[src/rtl/multi_add_fifo.sv]
// multi_add_fifo: N-channel FIFO-buffered joiner summing all heads; define MULTI_ADD_OUT_REG_EN for a registered output stage
module multi_add_fifo #(
  parameter int W_FIFO = 8,
  parameter int D_FIFO = 8,
  parameter int N_CH = 3
) (
  input  logic                             clk,
  input  logic                             rst,
  input  logic [N_CH*W_FIFO-1:0]           up_data,
  input  logic [N_CH-1:0]                  up_valid,
  output logic [N_CH-1:0]                  up_ready,
  output logic [W_FIFO+$clog2(N_CH)-1:0]   down_data_sum,
  output logic                             down_valid_sum,
  input  logic                             down_ready_sum
);
  localparam int W_SUM = W_FIFO + $clog2(N_CH);
  localparam int AW = $clog2(D_FIFO);
  logic [W_FIFO-1:0] head [N_CH];
  logic [N_CH-1:0] ne;
  logic all_ne, pop;
  logic [W_SUM-1:0] sum;
  for (genvar i = 0; i < N_CH; i++) begin : g_ch
    logic [W_FIFO-1:0] mem [D_FIFO];
    logic [AW-1:0] wr_ptr, rd_ptr;
    logic [AW:0] cnt;
    logic push;
    assign up_ready[i] = !rst && cnt != (AW+1)'(D_FIFO);
    assign push = up_valid[i] & up_ready[i];
    assign ne[i] = cnt != '0;
    assign head[i] = mem[rd_ptr];
    always_ff @(posedge clk)
      if (push) mem[wr_ptr] <= up_data[i*W_FIFO +: W_FIFO];
    always_ff @(posedge clk)
      if (rst) begin
        wr_ptr <= '0;
        rd_ptr <= '0;
        cnt <= '0;
      end else begin
        wr_ptr <= wr_ptr + AW'(push);
        rd_ptr <= rd_ptr + AW'(pop);
        cnt <= cnt + (AW+1)'(push) - (AW+1)'(pop);
      end
  end
  assign all_ne = &ne;
  always_comb begin
    sum = '0;
    for (int k = 0; k < N_CH; k++) sum = sum + W_SUM'(head[k]);
  end
`ifdef MULTI_ADD_OUT_REG_EN
  logic out_valid;
  logic [W_SUM-1:0] out_data;
  assign pop = all_ne & (!out_valid | down_ready_sum);
  always_ff @(posedge clk)
    if (rst) out_valid <= 1'b0;
    else if (pop) begin
      out_valid <= 1'b1;
      out_data <= sum;
    end else if (down_ready_sum) out_valid <= 1'b0;
  assign down_valid_sum = out_valid;
  assign down_data_sum = out_data;
`else
  assign pop = all_ne & down_ready_sum;
  assign down_valid_sum = all_ne;
  assign down_data_sum = sum;
`endif
endmodule

[config.mk]
export PLATFORM = sky130hd
export DESIGN_NAME = multi_add_fifo
export DESIGN_NICKNAME = d
export VERILOG_FILES = /design/src/rtl/multi_add_fifo.sv
export SDC_FILE = /design/constraint.sdc
export NUM_CORES = 1
export LEC_CHECK = 0
export CORE_ASPECT_RATIO = 0.8
export CORE_MARGIN = 4
export CORE_UTILIZATION = 31
export DETAILED_ROUTE_END_ITERATION = 10
export GPL_TIMING_DRIVEN = 1
export PLACE_DENSITY = 0.51
export SLEW_MARGIN = 30
export SYNTH_ARGS = -nofsm -noshare
export SYNTH_HDL_FRONTEND = slang
export SYNTH_SLANG_ARGS = --single-unit
[constraint.sdc]
create_clock -name clk -period 5.1 [get_ports clk]
set_clock_uncertainty 0.15 [all_clocks]
set_input_delay 0.51 -clock clk [delete_from_list [all_inputs] [get_ports clk]]
set_output_delay 0.51 -clock clk [all_outputs]
set_load 0.03 [all_outputs]
==> results.json, run 1 <==
{
  "status": "finished clean",
  "fin_crit_ns": 4.902,
  "path_depth": 10,
  "ctsHoldBuffers": 0,
  "seq_area_sq_mm": 0.006369,
  "drtIter0Drc": 278,
  "p_per_area_mw_per_mm2": 495.4,
  "vias": 4594,
  "grt-ovfl-total": 0,
  "dr.pass1.iters": 4,
  "multi_input_area_sq_mm": 0.002989,
  "std_cell_rows": 57,
  "grt_usage_pct": 11.30,
  "slowest_stage": "mux4_1",
  "synth-seq-cells": 222,
  "cts_made_buffers": 25,
  "yosysTopAreaCell": "edfxtp_1",
  "final_common_cell": "edfxtp_1",
  "fill_cells": 2844,
  "area_delta_synth_final_pct": 17.99,
  "startpoint_type": "flop",
  "crit_fanout": 13,
  "finalMaxSlewViolations": 0,
  "clock_latency_ns": 0.50,
  "hold_violations": 0,
  "crit_family": "adder cells",
  "maxCapViolCount": 0,
  "whs_path_depth": 2,
  "worst_setup_path_end_kind": "output port",
  "path_clk_slew_ns": 0.05,
  "diodes": 0,
  "final_nets": 665,
  "synth_nets": 598,
  "crit_buf_inv": 2,
  "max-slew-margin-rel_pct": 34.14,
  "gp_congestion": 0.7299,
  "timing.setup.tns_ns": 0,
  "max_slew.worst_pin.slew_ns": 0.9843,
  "yosysSeqAreaShare_pct": 66.52,
  "crit_chain": "buf_4 -> mux4_1 -> mux2_4 -> fa_1 -> ha_1 -> nor2b_1 -> o31a_1 -> or4_1 -> nand3_1 -> dlygate4sd2_1",
  "post_cts_buffers": 0,
  "fmax_mhz": 204.0,
  "grt_pass1_vias": 5034,
  "clock-root-buffer": "clkbuf_16",
  "die_height_microns": 165.2,
  "reg2reg_depth": 11,
  "syn_avg_cell_area_sq_um": 18.44,
  "yosysUniqueCellTypes": 33,
  "min_path_type": "flop to flop",
  "cts_htree_levels": 1,
  "start_util_pct": 31.50,
  "slowest_delay_ns": 0.60,
  "clockBufferDepth": 3,
  "final_util_pct": 37.17,
  "antenna_found_initial": 0,
  "final_cell_mix": "edfxtp_1 (192), clkdlybuf4s50_1 (38), ha_1 (37)",
  "final-setup-viol-count": 0,
  "grt_pass1_wl_microns": 29070,
  "ant_nets": 0,
  "wirelength_microns": 18830,
  "leakage_nw": 3.858,
  "syn_inst": 519,
  "yosys_warnings": 0,
  "core_area_sq_mm": 0.03038,
  "die_w_microns": 204.4,
  "ir_drop_mv": 0.2340,
  "arrival_ns": 4.24,
  "wire_per_inst_microns": 18.52,
  "dieArea_sq_mm": 0.03377,
  "synth.area.top_cells": "edfxtp_1 (60%), mux4_1 (8.2%), dfxtp_1 (6.3%)",
  "syn_area_sq_mm": 0.009570,
  "route.detailed.drc": 0,
  "place_area_sq_mm": 0.01053,
  "num_io_pins": 44,
  "layout-drive-gt1-share_pct": 16.39,
  "rsz0062_at_grt": "no",
  "synth.top_cell.area_share_pct": 60.24,
  "grt_max_degree": 35,
  "required_ns": 4.44,
  "design_area_sq_mm": 0.01129,
  "post-route-period-util_pct": 96.11,
  "port-buffer-count": 43,
  "worstSetupPathType": "flop to output port",
  "cts_tree": "built",
  "hpwl_microns": 12820,
  "vias_per_cell": 4.517,
  "cts_sinks": 222
}
==> Yosys cell counts, drive strengths merged <==
cell and number:
edfxtp 192, o21a 1, nor2 37, mux2i 6
mux4 48, fa 12, inv 29, mux2 18
o21ai 3, nand2b 10, a21o 3, xor2 2
o211ai 3, or3 1, nand3 1, nor2b 18
nor3 8, a21oi 11, nand2 11, o211a 1
dfxtp 30, or4 1, ha 37, o31a 1
a222oi 1, buf 12, xnor2 14, a211oi 1
a221oi 1, clkbuf 6
==> flip-flops by register name (all words and copies together) (netlist names) <==
| name | count |
|---|---|
| g_ch.cnt | 12 |
| g_ch.rd_ptr | 9 |
| g_ch.wr_ptr | 9 |
| g_ch.mem | 192 |
==> worst min-delay path, delay by kind of cell (launching register included) <==
kind          cells  cell delay (ns)
simple gates      1             0.08
xor+xnor          1             0.08
flops             1             0.34
==> repair_timing <==
action                     CTS  global route
setup endpoints to repair    2             5
resized for setup            3             6
pin swaps                    0             0
==> path summary, 6_finish.rpt <==
check	from	end	slack [ns]
worst max-delay path	g_ch[2].rd_ptr[0]	down_data_sum[7]	0.20
worst min-delay path	g_ch[2].rd_ptr[2]	g_ch[2].rd_ptr[2]	0.38
worst max register to register	g_ch[1].cnt[2]	g_ch[1].cnt[2]	2.47
worst min register to register	g_ch[2].rd_ptr[2]	g_ch[2].rd_ptr[2]	0.38
==> area by class of cell <==
cell class              count  area share (%)
flip-flops and latches    222           56.40
multi-input cells         250           26.47
clock buffers              34           6.017
repair buffers             58           5.108
well taps                 413           4.576
inverters                  29          0.9640
clock inverters            11          0.4654
==> metrics by stage <==
stage / instances / setup slack, ns / hold WS (ns) / power [mW]
floorplan: 519 / 1.203 / 0.3907 / 3.464
global placement: 972 / 0.4554 / 0.3552 / 4.006
detailed placement: 972 / 0.4330 / 0.3743 / 4.072
CTS: 1017 / 0.01325 / 0.3912 / 5.680
global route: 1017 / 0.01045 / 0.4304 / 5.916
finish: 1017 / 0.1984 / 0.3809 / 5.594
==> where the power goes <==
group / switching (mW) / total [mW] / internal, mW / leakage (nW)
Sequential: 0.0523 / 2.12 / 2.06 / 1.98
Clock: 0.665 / 1.59 / 0.928 / 0.363
Combinational: 1.02 / 1.89 / 0.868 / 1.52
==> metal layers <==
layer  vias up  track usage [%]  routed length (microns)
met4         0            3.440                      435
met5         -                0                        0
met2        76            18.94                     8921
li1       2159                -                        -
met3        28            2.011                      696
met1      2331            15.17                     8780
==> kinds of logic after synthesis <==
group | Yosys count | share of synthesized area (%)
mux | 72 | 15.92
simple gates | 87 | 4.327
flops | 222 | 66.52
buf+inv | 47 | 2.667
fa+ha+maj | 49 | 7.347
xor+xnor | 16 | 1.464
compound gates | 26 | 1.752
Power figures use the tool's default switching activity.
==> run 2: changes to the inputs <==
Settings changed: CTS_BUF_LIST from default to sky130_fd_sc_hd__clkbuf_16, RECOVER_POWER from default to 100.
==> results.json, run 2 (same netlist as run 1, synthesis figures left out) <==
{
  "diodes": 0,
  "die_w_microns": 204.4,
  "clock_latency_ns": 0.50,
  "hpwl_microns": 12820,
  "swShare_pct": 31.84,
  "crit_chain": "buf_12 -> mux4_1 -> mux2_4 -> fa_1 -> ha_1 -> nor2b_1 -> o31a_1 -> or4_1 -> nand3_1 -> dlygate4sd2_1",
  "ctsHoldBuffers": 0,
  "cts_htree_levels": 1,
  "slowest_delay_ns": 0.55,
  "grt_pass1_wl_microns": 29070,
  "power.internal_mw": 3.725,
  "slowest_stage": "mux4_1",
  "max_slew.worst_pin.slew_ns": 1.637,
  "hold_slack_ns": 0.3776,
  "grt_pass1_vias": 5028,
  "cts_tree": "built",
  "seq_power_share_pct": 38.7,
  "num_io_pins": 44,
  "fin_crit_ns": 4.906,
  "core_area_sq_mm": 0.03038,
  "antenna_found_initial": 1,
  "worstSetupPathType": "flop to output port",
  "startpoint_type": "flop",
  "grt-ovfl-total": 0,
  "power_frac_clock_pct": 28.4,
  "largest_reg_flops": 192,
  "cts_made_buffers": 25,
  "finalMaxSlewViolations": 44,
  "seq_area_sq_mm": 0.006369,
  "wire_per_inst_microns": 18.54,
  "wirelength_microns": 18860,
  "final-setup-viol-count": 0,
  "multi_input_area_sq_mm": 0.002957,
  "max-slew-margin-rel_pct": -9.146,
  "gp_congestion": 0.7299,
  "ir_drop_mv": 0.2244,
  "dr.pass1.iters": 4,
  "std_cell_rows": 57,
  "worst_setup_path_end_kind": "output port",
  "violations": "capacitance limit, slew limit",
  "dieArea_sq_mm": 0.03377,
  "layout-drive-gt1-share_pct": 13.41,
  "clockBufferDepth": 3,
  "p_per_area_mw_per_mm2": 488.6,
  "hold_violations": 0,
  "ant_nets": 0,
  "vias_per_cell": 4.539,
  "final_cell_mix": "edfxtp_1 (192), nor2_1 (37), ha_1 (37)",
  "fill_cells": 2864,
  "place_area_sq_mm": 0.01053,
  "status": "finished, violations left",
  "clock-root-buffer": "clkbuf_16",
  "drtIter0Drc": 310,
  "grt_usage_pct": 11.30,
  "vias": 4616,
  "rsz0062_at_grt": "no",
  "route.detailed.drc": 0,
  "required_ns": 4.44,
  "maxCapViolCount": 2,
  "timing.setup.tns_ns": 0,
  "design_area_sq_mm": 0.01119,
  "arrival_ns": 4.25,
  "leakage_nw": 3.808,
  "fmax_mhz": 203.8,
  "die_height_microns": 165.2,
  "top_register": "g_ch.mem",
  "power_switching_mw": 1.740,
  "final_common_cell": "edfxtp_1",
  "final_nets": 665,
  "reg_top3": "g_ch.mem x192, g_ch.cnt x12",
  "min_path_type": "flop to flop",
  "area_delta_synth_final_pct": 16.88,
  "port-buffer-count": 43,
  "path_clk_slew_ns": 0.06,
  "start_util_pct": 31.50,
  "post-route-period-util_pct": 96.19,
  "cts_sinks": 222,
  "combPwrFrac_pct": 32.9,
  "grt_max_degree": 35,
  "crit_fanout": 14
}
[run 2: worst max-delay path, delay by kind of cell (launching register included)]
kind	cells	cell delay (ns)
compound gates	1	0.28
mux	2	0.84
simple gates	3	0.66
fa+ha+maj	2	0.88
buf+inv	2	0.61
flops	1	0.47
[run 2: area by class of cell]
cell class / count / share of cell area, %
timing repair buffer: 58 / 4.676
multi-input combinational: 250 / 26.43
inverter: 29 / 0.9732
clock inverter: 20 / 0.7718
tap: 413 / 4.620
sequential: 222 / 56.94
clock buffer: 25 / 5.593
[run 2: repair_timing]
action / 4_1_cts / 5_1_grt
setup buffers: 0 / 0
gates resized for setup: 3 / 6
pin swaps: 0 / 0
setup endpoints to repair: 2 / 5
[run 2: stage by stage]
| stage | total power, mW | instances | setup slack (ns) | util, % |
|---|---|---|---|---|
| after floorplan | 3.464 | 519 | 1.203 | - |
| after global placement | 4.006 | 972 | 0.4554 | 34.62 |
| after detailed placement | 4.072 | 972 | 0.4330 | 34.66 |
| after CTS | 5.635 | 1017 | 0.01303 | 37.02 |
| after global routing | 5.779 | 1017 | 0.01045 | 36.82 |
| final | 5.465 | 1017 | 0.1943 | 36.82 |
[run 2: power groups by stage]
| stage | clock network (mW) | registers (mW) | logic, mW |
|---|---|---|---|
| floorplan | 0 | 2.13 | 1.33 |
| global placement | 0 | 2.15 | 1.86 |
| detailed placement | 0 | 2.15 | 1.92 |
| CTS | 1.60 | 2.12 | 1.92 |
| global route | 1.67 | 2.13 | 1.98 |
| finish | 1.55 | 2.12 | 1.80 |
[run 2: final timing paths]
check	slack, ns	endpoint	start	cells past startpoint
min reg2reg	0.38	g_ch[2].rd_ptr[2]	g_ch[2].rd_ptr[2]	2
max reg2reg	2.15	g_ch[2].mem[1][3]	g_ch[2].cnt[2]	7
max	0.19	down_data_sum[7]	g_ch[1].rd_ptr[0]	10
min	0.38	g_ch[2].rd_ptr[2]	g_ch[2].rd_ptr[2]	2
[run 2: layer usage]
layer / up-vias / GRT usage, % / routed length [microns]
met5: - / 0 / 7
met4: 2 / 3.440 / 435
met3: 29 / 2.011 / 787
met2: 85 / 18.95 / 8978
met1: 2341 / 15.14 / 8647
li1: 2159 / - / -
==> run 3: changes to the inputs <==
Settings changed: DONT_BUFFER_PORTS from default to 1, PLACE_DENSITY 0.51 to 0.55.
==> results.json, run 3 (same netlist as run 1, synthesis figures left out) <==
{
  "status": "finished, violations left",
  "violations": "capacitance limit, slew limit",
  "p_per_area_mw_per_mm2": 486.9,
  "critPathLaunch": "g_ch[0].rd_ptr[0]",
  "worstSetupPathType": "flop to output port",
  "vias_per_cell": 4.613,
  "wire_per_inst_microns": 19.09,
  "hold_violations": 0,
  "grt-ovfl-total": 0,
  "fill_cells": 2866,
  "final_cell_mix": "edfxtp_1 (192), nor2_1 (37), ha_1 (37)",
  "grt_pass1_wl_microns": 28810,
  "route.detailed.drc": 0,
  "ant_nets": 0,
  "cts_tree": "built",
  "wirelength_microns": 19070,
  "swShare_pct": 32.33,
  "leakage_nw": 3.731,
  "hold_slack_ns": 0.1178,
  "die_w_microns": 204.4,
  "drtIter0Drc": 231,
  "grt_usage_pct": 11.31,
  "cts_sinks": 222,
  "reg_top3": "g_ch.mem x192, g_ch.cnt x12",
  "gp_congestion": 0.7439,
  "cts_htree_levels": 1,
  "power.internal_mw": 3.633,
  "power_switching_mw": 1.736,
  "regToRegStartpoint": "g_ch[2].cnt[2]",
  "antenna_found_initial": 3,
  "whs_path_depth": 2,
  "hp-start": "rst",
  "required_ns": 4.44,
  "vias": 4608,
  "combPwrFrac_pct": 30.6,
  "timing.reg2reg.setup_slack_ns": 1.70,
  "port-buffer-count": 0,
  "area_delta_synth_final_pct": 15.22,
  "std_cell_rows": 57,
  "grt_max_degree": 31,
  "largest_reg_flops": 192,
  "grt_pass1_vias": 4677,
  "finalMaxSlewViolations": 18,
  "clock_latency_ns": 0.50,
  "final-setup-viol-count": 0,
  "start_util_pct": 31.50,
  "arrival_ns": 4.15,
  "max_slew.worst_pin.slew_ns": 1.578,
  "num_io_pins": 44,
  "fmax_mhz": 208.1,
  "timing.rr.end": "g_ch[2].mem[1][3]",
  "diodes": 0,
  "die_height_microns": 165.2,
  "final_common_cell": "edfxtp_1",
  "min_path_type": "primary input to flop",
  "cts_made_buffers": 24,
  "maxCapViolCount": 2,
  "post_cts_buffers": 0,
  "max-slew-margin-rel_pct": -6.013,
  "crit_fanout": 10,
  "post-route-period-util_pct": 94.23,
  "seq_power_share_pct": 39.7,
  "p_total_mw": 5.369,
  "top_register": "g_ch.mem",
  "rsz0062_at_grt": "no",
  "hpwl_microns": 12930,
  "layout-drive-gt1-share_pct": 13.82,
  "timing.setup.tns_ns": 0,
  "clock-root-buffer": "clkbuf_16",
  "reg2reg_depth": 7,
  "clockBufferDepth": 3,
  "power_frac_clock_pct": 29.7,
  "startpoint_type": "flop",
  "final_nets": 647,
  "holdPathEnd": "g_ch[1].rd_ptr[0]",
  "worst_setup_path_end_kind": "output port",
  "dr.pass1.iters": 5,
  "fin_crit_ns": 4.806,
  "core_area_sq_mm": 0.03038,
  "path_clk_slew_ns": 0.06,
  "dieArea_sq_mm": 0.03377,
  "ir_drop_mv": 0.2974
}
run 3: cell types whose count changed in the layout (fill, tap and decap cells not counted), moves of 2 or more:
cell and delta:
clkinv_1 -2, clkinvlp_4 +2, dlygate4sd3_1 -9, clkbuf_2 +2, clkdlybuf4s50_1 -5, mux2i_1 +2, clkbuf_1 -3, mux2i_2 -2
run 3: power by group through the flow:
| stage | combinational, mW | sequential, mW | clock (mW) |
|---|---|---|---|
| CTS | 1.73 | 2.13 | 1.63 |
| finish | 1.64 | 2.13 | 1.60 |
| global placement | 1.63 | 2.17 | 0 |
| detailed placement | 1.68 | 2.17 | 0 |
| floorplan | 1.33 | 2.13 | 0 |
| global route | 1.82 | 2.14 | 1.72 |
run 3: worst max path at each step:
stage | depth (start not counted) | end
6_report | 9 | down_data_sum[7]
3_5_place_dp | 12 | down_data_sum[7]
5_1_grt | 11 | down_data_sum[7]
3_3_place_gp | 12 | down_data_sum[7]
4_1_cts | 12 | down_data_sum[7]
2_1_floorplan | 10 | down_data_sum[7]
run 3: stage by stage:
step | instance area [sq um] | util, % | cells | setup WS, ns
after floorplan | 9570 | - | 519 | 1.203
after global placement | 10080 | 33.18 | 929 | 0.8161
after detailed placement | 10090 | 33.22 | 930 | 0.7720
after CTS | 11080 | 36.48 | 999 | 0.2097
after global routing | 11030 | 36.29 | 999 | 0.03923
final | 11030 | 36.29 | 999 | 0.2945
run 3: worst max-delay path, stage by stage (launching register included):
cell     delay [ns]
dfxtp_1        0.67
buf_4          0.31
mux4_2         0.51
mux2_4         0.27
fa_1           0.44
ha_1           0.38
o21a_1         0.21
o31a_1         0.14
or4_1          0.41
nand3_1        0.30
run 3: what timing repair did:
item	4_1_cts	5_1_grt
hold buffers	25	0
hold endpoints to repair	222	0
resized for setup	0	1
endpoints found under the setup margin	0	1
run 3: area by class of cell:
cell class              count  area, sq um  area share [%]
clock buffers              24        600.6           5.447
flip-flops and latches    222         6367           57.74
repair buffers             41        352.8           3.200
well taps                 413        516.7           4.686
inverters                  29        108.9          0.9872
clock inverters            20        131.4           1.191
multi-input cells         250         2949           26.74
run 3: routing by layer:
layer / up-vias / track usage (%) / part of all wire, %
met5: - / 0 / 0.18
met4: 6 / 2.253 / 1.8
met3: 30 / 2.655 / 5.2
met2: 97 / 17.16 / 44
met1: 2361 / 16.78 / 49
li1: 2114 / - / -
